===== src/rtl/seq_det_pkg.sv =====
// Shared helpers for the parametrised sequence detector: length-width sizing,
// pattern-length mask generation and length clamping.
package seq_det_pkg;

   localparam int unsigned MASK_W = 64;

   function automatic int unsigned calc_len_w(input int unsigned max_len);
      return $clog2(max_len + 1);
   endfunction

   function automatic logic [MASK_W-1:0] len_mask(input int unsigned len);
      logic [MASK_W-1:0] m;
      m = '0;
      for (int unsigned i = 0; i < MASK_W; i++) begin
         m[i] = (i < len);
      end
      return m;
   endfunction

   function automatic int unsigned clamp_len(input int unsigned len,
                                             input int unsigned max_len);
      return (len > max_len) ? max_len : len;
   endfunction

endpackage


===== src/rtl/sat_counter.sv =====
// Saturating up-counter with synchronous clear and a sticky saturation flag.
module sat_counter #(
   parameter int unsigned W = 8
) (
   input  logic         clk,
   input  logic         rst,
   input  logic         clr,
   input  logic         inc,
   output logic [W-1:0] cnt,
   output logic         sat
);

   logic [W-1:0] cnt_q, cnt_d;
   logic         sat_q, sat_d;

   always_comb begin
      cnt_d = cnt_q;
      if (clr) begin
         cnt_d = '0;
      end else if (inc && (cnt_q != '1)) begin
         cnt_d = cnt_q + 1'b1;
      end
      // The count holds at all-ones, so the flag stays set until a clear.
      sat_d = &cnt_d;
   end

   always_ff @(posedge clk) begin
      if (!rst) begin
         cnt_q <= '0;
         sat_q <= 1'b0;
      end else begin
         cnt_q <= cnt_d;
         sat_q <= sat_d;
      end
   end

   assign cnt = cnt_q;
   assign sat = sat_q;

endmodule


===== src/rtl/seq_detector_param.sv =====
// Runtime-programmable serial pattern detector with selectable overlap,
// registered one-cycle detect pulse and saturating match counter.
module seq_detector_param
   import seq_det_pkg::*;
#(
   parameter int unsigned          MAX_LEN     = 8,
   parameter int unsigned          CNT_W       = 8,
   parameter logic [MAX_LEN-1:0]   DEF_PATTERN = 8'b1011,
   parameter int unsigned          DEF_LEN     = 4,
   parameter bit                   DEF_OVERLAP = 1'b1,
   localparam int unsigned         LEN_W       = calc_len_w(MAX_LEN)
) (
   input  logic               clk,
   input  logic               rst,
   input  logic               in_valid,
   input  logic               in_bit,
   input  logic               cfg_load,
   input  logic [MAX_LEN-1:0] cfg_pattern,
   input  logic [LEN_W-1:0]   cfg_len,
   input  logic               cfg_overlap,
   input  logic               cnt_clr,
   output logic               detected,
   output logic [CNT_W-1:0]   match_count,
   output logic               count_sat
);

   logic [MAX_LEN-1:0] pat_q, pat_d;
   logic [LEN_W-1:0]   len_q, len_d;
   logic               ovl_q, ovl_d;
   logic [MAX_LEN-1:0] hist_q, hist_d;
   logic [LEN_W-1:0]   fill_q, fill_d;
   logic               det_q, det_d;

   logic [MAX_LEN-1:0] hist_sh;
   logic [LEN_W-1:0]   fill_inc;
   logic [MAX_LEN-1:0] mask;
   logic               match;

   always_comb begin
      hist_sh  = {hist_q[MAX_LEN-2:0], in_bit};
      fill_inc = (fill_q == LEN_W'(MAX_LEN)) ? fill_q : fill_q + 1'b1;
      mask     = MAX_LEN'(len_mask(32'(len_q)));
      match    = in_valid && !cfg_load && (len_q != '0) && (fill_inc >= len_q)
                 && (((hist_sh ^ pat_q) & mask) == '0);

      pat_d  = pat_q;
      len_d  = len_q;
      ovl_d  = ovl_q;
      hist_d = hist_q;
      fill_d = fill_q;
      det_d  = 1'b0;

      if (cfg_load) begin
         pat_d  = cfg_pattern;
         len_d  = LEN_W'(clamp_len(32'(cfg_len), MAX_LEN));
         ovl_d  = cfg_overlap;
         hist_d = '0;
         fill_d = '0;
      end else if (in_valid) begin
         hist_d = hist_sh;
         // Without overlap a match consumes the history, forcing len fresh bits.
         fill_d = (match && !ovl_q) ? '0 : fill_inc;
         det_d  = match;
      end
   end

   always_ff @(posedge clk) begin
      if (!rst) begin
         pat_q  <= DEF_PATTERN;
         len_q  <= LEN_W'(clamp_len(DEF_LEN, MAX_LEN));
         ovl_q  <= DEF_OVERLAP;
         hist_q <= '0;
         fill_q <= '0;
         det_q  <= 1'b0;
      end else begin
         pat_q  <= pat_d;
         len_q  <= len_d;
         ovl_q  <= ovl_d;
         hist_q <= hist_d;
         fill_q <= fill_d;
         det_q  <= det_d;
      end
   end

   sat_counter #(.W(CNT_W)) u_cnt (
      .clk (clk),
      .rst (rst),
      .clr (cnt_clr),
      .inc (match),
      .cnt (match_count),
      .sat (count_sat)
   );

   assign detected = det_q;

endmodule


===== config.mk =====
export PLATFORM = sky130hd
export DESIGN_NAME = seq_detector_param
export DESIGN_NICKNAME = d
export VERILOG_FILES = /design/src/rtl/seq_det_pkg.sv /design/src/rtl/sat_counter.sv /design/src/rtl/seq_detector_param.sv
export SDC_FILE = /design/constraint.sdc
export NUM_CORES = 1
export LEC_CHECK = 0
export ABC_AREA = 1
export CAP_MARGIN = 5
export CORE_MARGIN = 4
export CORE_UTILIZATION = 45
export CTS_BUF_LIST = sky130_fd_sc_hd__clkbuf_4 sky130_fd_sc_hd__clkbuf_8
export DETAILED_ROUTE_END_ITERATION = 8
export PLACE_DENSITY = 0.69
export SKIP_CTS_REPAIR_TIMING = 1
export SLEW_MARGIN = 20
export SYNTH_ARGS = -nofsm -noshare
export SYNTH_HDL_FRONTEND = slang
export SYNTH_SLANG_ARGS = --single-unit

===== constraint.sdc =====
create_clock -name clk -period 2.8 [get_ports clk]
set_input_delay 0.56 -clock clk [delete_from_list [all_inputs] [get_ports clk]]
set_output_delay 0.56 -clock clk [all_outputs]
set_load 0.01 [all_outputs]

==> key figures, run 1 <==
Detailed routing
  – Wire per inst: 11.6 um
  – Vias per inst: 4.94
  – Routed wire length: 4.07 mm
  – Post-route ant nets: 0
  – DR iter-0 viols: 98
  – Post-route DRC: 0
  – DR pass1 iterations: 4
  – Via count: 1,728

Clocking
  – TritonCTS clock tree: done
  – Clk root buf: clkbuf_8
  – Clock slew at reported path FFs: 0.07 ns
  – Clk sinks: 34
  – H-tree levels: 2
  – CTS Buf Count: 5
  – Clock latency on the worst-skew pair: 0.29 ns
  – Max Buffers Root-to-Sink: 2

Worst setup path
  – CP arrival: 2.68 ns
  – CP max stage cell: dfxtp_2
  – Reg-to-reg setup timing slack: 0.35 ns
  – R2R depth: 18
  – Critical R2R Launch: fill_q[0]$_SDFFE_PP0P_
  – Cell repeated most along the worst path: nand2_1
  – Endpoint type of the worst setup path: register
  – CP Max Fanout: 5
  – Crit Path Class: register to register
  – WP data required: 3.03 ns
  – RR Endpoint: u_cnt.sat$_SDFF_PN0_
  – Crit-path max cell delay: 0.37 ns
  – Worst setup SP type: register
  – Critical-path cell list: inv_1 > ha_1 > nand3_1 > xor2_1 > inv_1 > ha_1 > inv_1 > nand2_1 > nand2_1 > nand2_1 > nand2_1 > a21oi_2 > nand4_1 > nand2_1 > nand3_1 > nor2_1 > nand2_1 > nor2_1

Cells and area
  – Area of the multi-input gates: 941 um^2
  – FILL cells: 402
  – Final #Nets: 328
  – Final Util: 0.596
  – # diodes: 0
  – Area Overhead vs Synth: 24.5%
  – Seq. cell area: 682 um^2
  – Layout cells sized above 1: 0.0795

Logic synthesis
  – Post-synthesis register bit count: 34
  – Syn avg cell area: 6.71 um^2
  – Mapped Cells: 267
  – Yosys warns: 0
  – Library cells used by synthesis: 24
  – Syn Std Cell Area: 1790 um^2
  – Syn Nets: 293
  – Seq/Total Area, Yosys: 0.380

Min path
  – Hold Crit Class: register to register
  – Worst hold stages: 2
  – WHS Endpoint: ovl_q$_SDFFE_PN1P_
  – Worst min-delay path startpoint: ovl_q$_SDFFE_PN1P_

Timing
  – Minimum clock period: 2.45 ns
  – Slew Viols, Final: 0
  – Slew headroom: 0.750
  – Maximum clock rate: 408 MHz
  – Setup TNS: 0 ns
  – Final setup viols: 0
  – Unrepaired setup endpoints after global routing: no
  – Tcrit/Tclk final: 0.875
  – Post-route setup slack: 0.349 ns
  – Final Hold Vio Count: 0
  – Worst-Margin Slew: 0.374 ns
  – Clock Skew: 0.0120 ns

Global routing
  – Initial antenna violation count: 0
  – Pin count of the biggest net entering global routing: 14
  – Vias in the first global route: 1,652
  – Global-route wire length before repair: 7.33 mm
  – Grt ovf: 0
  – Total track usage: 0.179

Run
  – Max-Cap Viols: 0

Power
  – VDD IR-drop max: 0.000365 V
  – P_leak: 0.953 nW
  – Power per cell area: 442 nW/um^2

Placed design
  – HPWL after DPL: 3.15 mm
  – Placer Congestion: 0.868
  – IO Port Bufs: 28
  – DP Worst Slack: 0.334 ns

Floorplan
  – Ports: 29
  – Starting Density: 0.478
  – Core area: 3740 um^2
  – Chip width: 71.1 um
  – Die Footprint: 5050 um^2
  – Die outline height: 71.1 um
  – Row count: 22

Outcome
  – Status: finished, final reports clean
## cells in the mapped netlist
library cell	n	area share
a32o_1	1	0.0056
nand4_1	5	0.017
nor3_1	1	0.0028
inv_2	3	0.0063
nor2_4	2	0.013
nor4_1	1	0.0035
nand2_2	2	0.0070
a21oi_1	19	0.053
nor2_1	25	0.052
clkbuf_1	5	0.010
nand3_1	24	0.067
nor2_2	2	0.0070
inv_1	37	0.078
nand2_1	71	0.15
nand3_2	1	0.0056
or2_1	1	0.0035
dfxtp_1	34	0.38
ha_1	7	0.049
o21ai_0	17	0.048
xor2_1	3	0.015
xnor2_1	3	0.015
o211ai_1	1	0.0042
a21oi_2	1	0.0049
a211oi_1	1	0.0042
## sequential cells by signal, summed over array words and instances, names as in the netlist
| name | cells |
|---|---|
| u_cnt.cnt | 8 |
| detected | 1 |
| fill_q | 4 |
| ovl_q | 1 |
| pat_q | 8 |
| u_cnt.sat | 1 |
| len_q | 4 |
| hist_q | 7 |
## metrics by stage
stage	power [W]	cells	hold WS, ns	instance area, um^2
after floorplan	0.000598	267	0.424	1790
after global placement	0.000648	343	0.458	2150
after detailed placement	0.000651	343	0.445	2150
after CTS	0.000994	350	0.463	2230
after global routing	0.00103	350	0.493	2230
final	0.000985	350	0.463	2230
## per-layer routing
layer	vias to the layer above	global-route usage	share of wire
li1	920	-	-
met5	-	0	0
met1	771	0.231	0.49
met3	6	0.0625	0.051
met4	0	0.0480	0.011
met2	31	0.285	0.44
## critical path, delay by kind of cell, from the launching register on
family,cells,cell delay [ns]
compound gates,1,0.19
fa+ha+maj,2,0.46
xor+xnor,1,0.19
simple gates,11,1.02
flops,1,0.37
buf+inv,3,0.15
## how the worst max path moves through the flow
stage	endpoint	depth (start not counted)	startpoint
6_report	u_cnt.sat$_SDFF_PN0_	18	fill_q[0]$_SDFFE_PP0P_
3_5_place_dp	u_cnt.sat$_SDFF_PN0_	18	fill_q[0]$_SDFFE_PP0P_
3_3_place_gp	u_cnt.sat$_SDFF_PN0_	18	fill_q[0]$_SDFFE_PP0P_
4_1_cts	u_cnt.sat$_SDFF_PN0_	18	fill_q[0]$_SDFFE_PP0P_
2_1_floorplan	u_cnt.sat$_SDFF_PN0_	18	fill_q[0]$_SDFFE_PP0P_
5_1_grt	u_cnt.sat$_SDFF_PN0_	18	fill_q[0]$_SDFFE_PP0P_
## power breakdown
group / switching, W / total [W] / internal, W / leakage (nW)
clock network: 0.000178 / 0.000345 / 0.000167 / 0.0438
logic: 0.0000704 / 0.000127 / 0.0000566 / 0.631
registers: 0.0000121 / 0.000513 / 0.000501 / 0.278
total: 0.000261 / 0.000985 / 0.000724 / 0.953
## layout by cell type (no fill, tap or decap), types with 2 or more instances in the layout
cell type and instances:
nor2_2 2, nor2_1 25, xnor2_1 3, inv_1 37, inv_2 3, nand3_1 24, clkinv_2 2, clkdlybuf4s50_1 28
dfxtp_1 33, a21oi_1 19, nand2_1 71, xor2_1 3, ha_1 7, clkbuf_8 5, nand4_1 5, o21ai_0 17
nor2_4 2, nand2_2 2, buf_4 5
## cells by family (layout without fill, tap and decap cells)
family	count (synthesis)	after routing	share of synthesized area
compound gates	40	40	0.119
fa+ha+maj	7	7	0.0489
flops	34	34	0.380
buf+inv	45	80	0.0943
xor+xnor	6	6	0.0294
simple gates	135	135	0.328
## cell type report
cell class	instances	share of cell area
sequential	34	0.306
inverter	40	0.0673
multi-input combinational	188	0.422
timing repair buffer	33	0.143
clock inverter	2	0.00449
tap	48	0.0269
clock buffer	5	0.0309
Power figures use the tool's default switching activity.
==> run 2, diff against run 1 <==
Settings changed: RECOVER_POWER set to 100.
==> run 2 against run 1 <==
Worst hold slack about the same. Setup slack worse by 0.00050 ns. Sequential cell count unchanged. Non-clock buffer count unchanged. Utilization down 0.30 points. Register-to-register slack about the same. Sequential power about the same. Fmax about the same. Critical endpoint unchanged. Largest power group unchanged. Highest routed layer unchanged.
==> key figures, run 2 (synthesis results as in run 1) <==
Timing
  – Final Hold Vio Count: 0 (unchanged)
  – Unrepaired setup endpoints after global routing: no
  – Worst-Margin Slew: 0.553 ns (+0.179 ns)
  – Setup TNS: 0 ns (unchanged)
  – Tcrit/Tclk final: 0.876 (about the same)
  – Slew Viols, Final: 0 (unchanged)
  – Post-route setup slack: 0.349 ns (-0.000502 ns)
  – Maximum clock rate: 408 MHz (about the same)
  – Minimum clock period: 2.45 ns (+0.000502 ns)
  – Clock Skew: 0.0112 ns (-0.000768 ns)
  – Final setup viols: 0 (unchanged)
  – Slew headroom: 0.631 (-0.119)

Worst setup path
  – WP data required: 3.03 ns (about the same)
  – CP arrival: 2.68 ns (about the same)
  – Critical R2R Launch: fill_q[0]$_SDFFE_PP0P_
  – CP Max Fanout: 5 (unchanged)
  – Endpoint type of the worst setup path: register
  – Worst setup SP type: register
  – Crit path launch: fill_q[0]$_SDFFE_PP0P_
  – Crit Path Class: register to register

Floorplan
  – Die outline height: 71.1 um (unchanged)
  – Core area: 3740 um^2 (unchanged)
  – Die Footprint: 5050 um^2 (unchanged)
  – Starting Density: 0.478 (unchanged)
  – Ports: 29 (unchanged)
  – Row count: 22 (unchanged)
  – Chip width: 71.1 um (unchanged)

Power
  – P_leak: 0.978 nW (+2.6%)
  – Total power: 0.000981 W (-0.37%)
  – VDD IR-drop max: 0.000365 V (-0.10%)
  – Power per cell area: 442 nW/um^2 (+0.14%)

Clocking
  – Clk root buf: clkbuf_8
  – TritonCTS clock tree: done
  – Clock latency on the worst-skew pair: 0.29 ns (about the same)
  – Clk sinks: 34 (unchanged)
  – Clock slew at reported path FFs: 0.07 ns (about the same)
  – H-tree levels: 2 (unchanged)
  – CTS Buf Count: 5 (unchanged)
  – Max Buffers Root-to-Sink: 2 (unchanged)

Cells and area
  – Most frequent cells in the layout: 71 x nand2_1, 38 x inv_1, 33 x dfxtp_1
  – Layout cells sized above 1: 0.0662 (-0.0132)
  – Final #Nets: 328 (unchanged)
  – FILL cells: 403 (+0.25%)
  – Most common cell after layout, fill and taps aside: nand2_1
  – Area Overhead vs Synth: 23.9%
  – # diodes: 0 (unchanged)

Detailed routing
  – Post-route ant nets: 0 (unchanged)
  – Vias per inst: 4.93 (-0.17%)
  – Wire per inst: 11.6 um (-0.49%)
  – DR pass1 iterations: 4 (unchanged)
  – Post-route DRC: 0 (unchanged)
  – DR iter-0 viols: 96 (-2.0%)
  – Routed wire length: 4.05 mm (-0.49%)
  – Via count: 1,725 (-0.17%)

Global routing
  – Initial antenna violation count: 0 (unchanged)
  – Grt ovf: 0 (unchanged)
  – Total track usage: 0.179 (unchanged)
  – Pin count of the biggest net entering global routing: 14 (unchanged)
  – Global-route wire length before repair: 7.33 mm (unchanged)
  – Vias in the first global route: 1,652 (unchanged)

Min path
  – Worst min-delay path startpoint: ovl_q$_SDFFE_PN1P_
  – Hold Crit Class: register to register

Outcome
  – Status: finished, final reports clean

Placed design
  – IO Port Bufs: 28 (unchanged)
  – HPWL after DPL: 3.15 mm (unchanged)
  – DP Worst Slack: 0.334 ns (unchanged)
  – Placer Congestion: 0.868 (unchanged)

Run
  – Max-Cap Viols: 0 (unchanged)
## run 2: power breakdown
part	total, W	switching [W]	internal (W)
registers	0.000513	0.0000121	0.000501
logic	0.000124	0.0000700	0.0000541
clock network	0.000344	0.000178	0.000167
## run 2: worst max-delay path: stages (launching register included)
cell	delay [ns]
dfxtp_2	0.37
inv_1	0.05
ha_1	0.20
nand3_1	0.10
xor2_1	0.19
inv_1	0.07
ha_1	0.26
inv_1	0.03
nand2_1	0.04
nand2_1	0.04
nand2_1	0.05
nand2_1	0.07
a21oi_2	0.19
nand4_1	0.24
nand2_1	0.13
nand3_1	0.12
nor2_1	0.11
nand2_1	0.06
nor2_1	0.08
## run 2: area by class of cell
type | count | area, um^2 | share of cell area
timing repair buffer | 33 | 307 | 0.138
clock inverter | 2 | 10.0 | 0.00451
sequential | 34 | 682 | 0.307
multi-input combinational | 188 | 941 | 0.424
tap | 48 | 60.1 | 0.0271
inverter | 40 | 150 | 0.0677
clock buffer | 5 | 68.8 | 0.0310
## run 2: metrics by stage
stage	hold WS, ns	util	cell area, um^2	cells
2_1_floorplan	0.424	-	1790	267
4_1_cts	0.463	0.595	2230	350
3_3_place_gp	0.458	0.574	2150	343
5_1_grt	0.493	0.593	2220	350
3_5_place_dp	0.445	0.574	2150	343
6_report	0.463	0.593	2220	350
## run 2: worst paths after layout
path / end / slack (ns) / depth (start not counted)
worst max-delay path: u_cnt.sat$_SDFF_PN0_ / 0.35 / 18
worst max register to register: u_cnt.sat$_SDFF_PN0_ / 0.35 / 18
worst min-delay path: ovl_q$_SDFFE_PN1P_ / 0.46 / 2
worst min register to register: ovl_q$_SDFFE_PN1P_ / 0.46 / 2
## run 2: metal layers
metal | routed length (um) | share of wire | global-route usage | up-vias
li1 | - | - | - | 923
met1 | 1970 | 0.49 | 0.231 | 764
met2 | 1790 | 0.44 | 0.285 | 32
met3 | 246 | 0.061 | 0.0625 | 6
met4 | 46 | 0.011 | 0.0480 | 0
met5 | 0 | 0 | 0 | -
==> run 3, diff against run 2 <==
Settings changed: CORE_MARGIN 4 to 3.
==> run 3 against run 2 <==
Worst hold slack got worse by 0.0075 ns. Sequential power barely moved. Critical path type unchanged. Setup slack got worse by 0.071 ns. Count of clock-buffer cells in the layout rose by 1. Critical path depth rose by 2.
==> key figures, run 3 (synthesis results as in run 1) <==
Floorplan
  – Starting Density: 0.478 (unchanged)
  – Die outline height: 69.1 um (-2.8%)
  – Core area: 3740 um^2 (unchanged)
  – Row count: 22 (unchanged)
  – Ports: 29 (unchanged)
  – Chip width: 69.1 um (-2.8%)
  – Die Footprint: 4770 um^2 (-5.5%)

Worst setup path
  – Endpoint type of the worst setup path: register
  – Critical-path cell list: inv_1 > ha_1 > nand3_1 > xor2_1 > inv_1 > ha_1 > inv_1 > nand2_1 > nand2_1 > nand2_1 > nand2_1 > a21oi_2 > nand4_1 > clkbuf_1 > nand2_1 > nand2_1 > nand2_1 > nor2_1 > nand2_1 > nor2_1
  – Worst setup SP type: register
  – CP max stage cell: dfxtp_1
  – Cell repeated most along the worst path: nand2_1
  – WP data required: 2.99 ns (-0.04 ns)
  – Crit Path Class: register to register
  – CP Max Fanout: 4 (-1)
  – CP arrival: 2.71 ns (+0.03 ns)
  – Crit-path max cell delay: 0.38 ns (about the same)

Timing
  – Clock Skew: 0.00362 ns (-0.00759 ns)
  – Worst-Margin Slew: 0.541 ns (-0.0122 ns)
  – Tcrit/Tclk final: 0.901 (+0.0255)
  – Final setup viols: 0 (unchanged)
  – Unrepaired setup endpoints after global routing: no
  – Slew Viols, Final: 0 (unchanged)
  – Setup TNS: 0 ns (unchanged)
  – Minimum clock period: 2.52 ns (+0.0714 ns)
  – Slew headroom: 0.639 (+0.00815)
  – Final Hold Vio Count: 0 (unchanged)
  – Maximum clock rate: 396 MHz (-2.8%)

Power
  – Clock share of power: 0.380 (+0.029)
  – Flop pwr share: 0.499 (-0.024)
  – VDD IR-drop max: 0.000326 V (-11%)
  – Power per cell area: 457 nW/um^2 (+3.3%)
  – Comb pwr share: 0.121 (-0.005)
  – Sw Ratio: 0.267 (+0.00242)
  – Switch Pwr: 0.000274 W (+5.6%)
  – Int Power: 0.000752 W (+4.3%)
  – P_leak: 0.987 nW (+0.93%)

Clocking
  – Max Buffers Root-to-Sink: 2 (unchanged)
  – Clock latency on the worst-skew pair: 0.30 ns (about the same)
  – Clock slew at reported path FFs: 0.07 ns (about the same)
  – TritonCTS clock tree: done
  – H-tree levels: 2 (unchanged)
  – Clk sinks: 34 (unchanged)
  – Clk root buf: clkbuf_8
  – CTS Buf Count: 5 (unchanged)

Cells and area
  – Area of the multi-input gates: 941 um^2 (unchanged)
  – Most frequent cells in the layout: 71 x nand2_1, 37 x inv_1, 33 x dfxtp_1
  – Final #Nets: 330 (+0.61%)
  – Area Overhead vs Synth: 25.4%
  – Layout cells sized above 1: 0.0754 (+0.00918)
  – Fin area: 2250 um^2 (+1.2%)
  – FILL cells: 376 (-6.7%)
  – # diodes: 0 (unchanged)
  – Seq. cell area: 682 um^2 (unchanged)
  – Most common cell after layout, fill and taps aside: nand2_1

Detailed routing
  – Vias per inst: 4.83 (-2.0%)
  – Wire per inst: 11.3 um (-2.3%)
  – DR pass1 iterations: 4 (unchanged)
  – Post-route ant nets: 0 (unchanged)
  – Via count: 1,705 (-1.2%)
  – DR iter-0 viols: 159 (+66%)
  – Post-route DRC: 0 (unchanged)
  – Routed wire length: 3.99 mm (-1.5%)

Placed design
  – HPWL after DPL: 3.04 mm (-3.5%)
  – Placer Congestion: 0.923 (+6.3%)
  – DP Area: 2150 um^2 (unchanged)
  – IO Port Bufs: 28 (unchanged)

Run
  – Max-Cap Viols: 0 (unchanged)

Global routing
  – Total track usage: 0.179 (-0.000802)
  – Grt ovf: 0 (unchanged)
  – Pin count of the biggest net entering global routing: 14 (unchanged)
  – Global-route wire length before repair: 7.00 mm (-4.6%)
  – Vias in the first global route: 1,628 (-1.5%)
  – Initial antenna violation count: 0 (unchanged)

Outcome
  – Status: finished, final reports clean

Min path
  – Hold Crit Class: register to register
==> run 3: changes by cell type in the layout (fill, tap and decap cells not counted) <==
cell,delta
inv_1,-1
inv_2,+1
clkinv_2,-1
clkbuf_8,+1
buf_4,+1
clkinvlp_4,+1
clkbuf_1,+1
==> run 3: power groups by stage <==
stage	combinational [W]	clock (W)	sequential, W
final	0.000124	0.000390	0.000512
after global routing	0.000142	0.000415	0.000514
after detailed placement	0.000127	0	0.000523
after global placement	0.000125	0	0.000523
after CTS	0.000127	0.000393	0.000512
after floorplan	0.0000771	0	0.000520
==> run 3: stage by stage <==
step                utilization  power (W)  hold WS (ns)  cells  setup WS (ns)
global route              0.600    0.00107         0.482    353         0.0259
detailed placement        0.574   0.000650         0.440    343          0.308
finish                    0.600    0.00103         0.455    353          0.277
CTS                       0.600    0.00103         0.459    351          0.283
floorplan                     -   0.000598         0.424    267          0.598
global placement          0.574   0.000648         0.457    343          0.362
==> run 3: layer usage <==
layer  share of wire  GRT usage
met2            0.45      0.282
met3           0.044     0.0525
met5               0          0
met4          0.0095     0.0586
met1            0.50      0.233
==> run 3: critical path: cells and delay by family (launching register included) <==
family	cells	cell delay (ns)
DFF	1	0.38
buffers and inverters	4	0.33
xor gates and xnor gates	1	0.20
AOI/OAI and AO/OA	1	0.19
adders and majority gates	2	0.46
and+or+nand+nor	12	0.85
==> run 3: final cells by class <==
cell class,count,share of cell area
Sequential cell,34,0.304
Tap cell,48,0.0267
Timing Repair Buffer,35,0.142
Clock inverter,2,0.00557
Inverter,40,0.0669
Clock buffer,6,0.0368
Multi-Input combinational cell,188,0.419
==> run 3: final timing paths <==
path | start | endpoint | slack, ns | depth (start not counted)
worst max-delay path | fill_q[1]$_SDFFE_PP0P_ | u_cnt.sat$_SDFF_PN0_ | 0.28 | 20
worst min-delay path | ovl_q$_SDFFE_PN1P_ | ovl_q$_SDFFE_PN1P_ | 0.46 | 2
worst max register to register | fill_q[1]$_SDFFE_PP0P_ | u_cnt.sat$_SDFF_PN0_ | 0.28 | 20
worst min register to register | ovl_q$_SDFFE_PN1P_ | ovl_q$_SDFFE_PN1P_ | 0.46 | 2
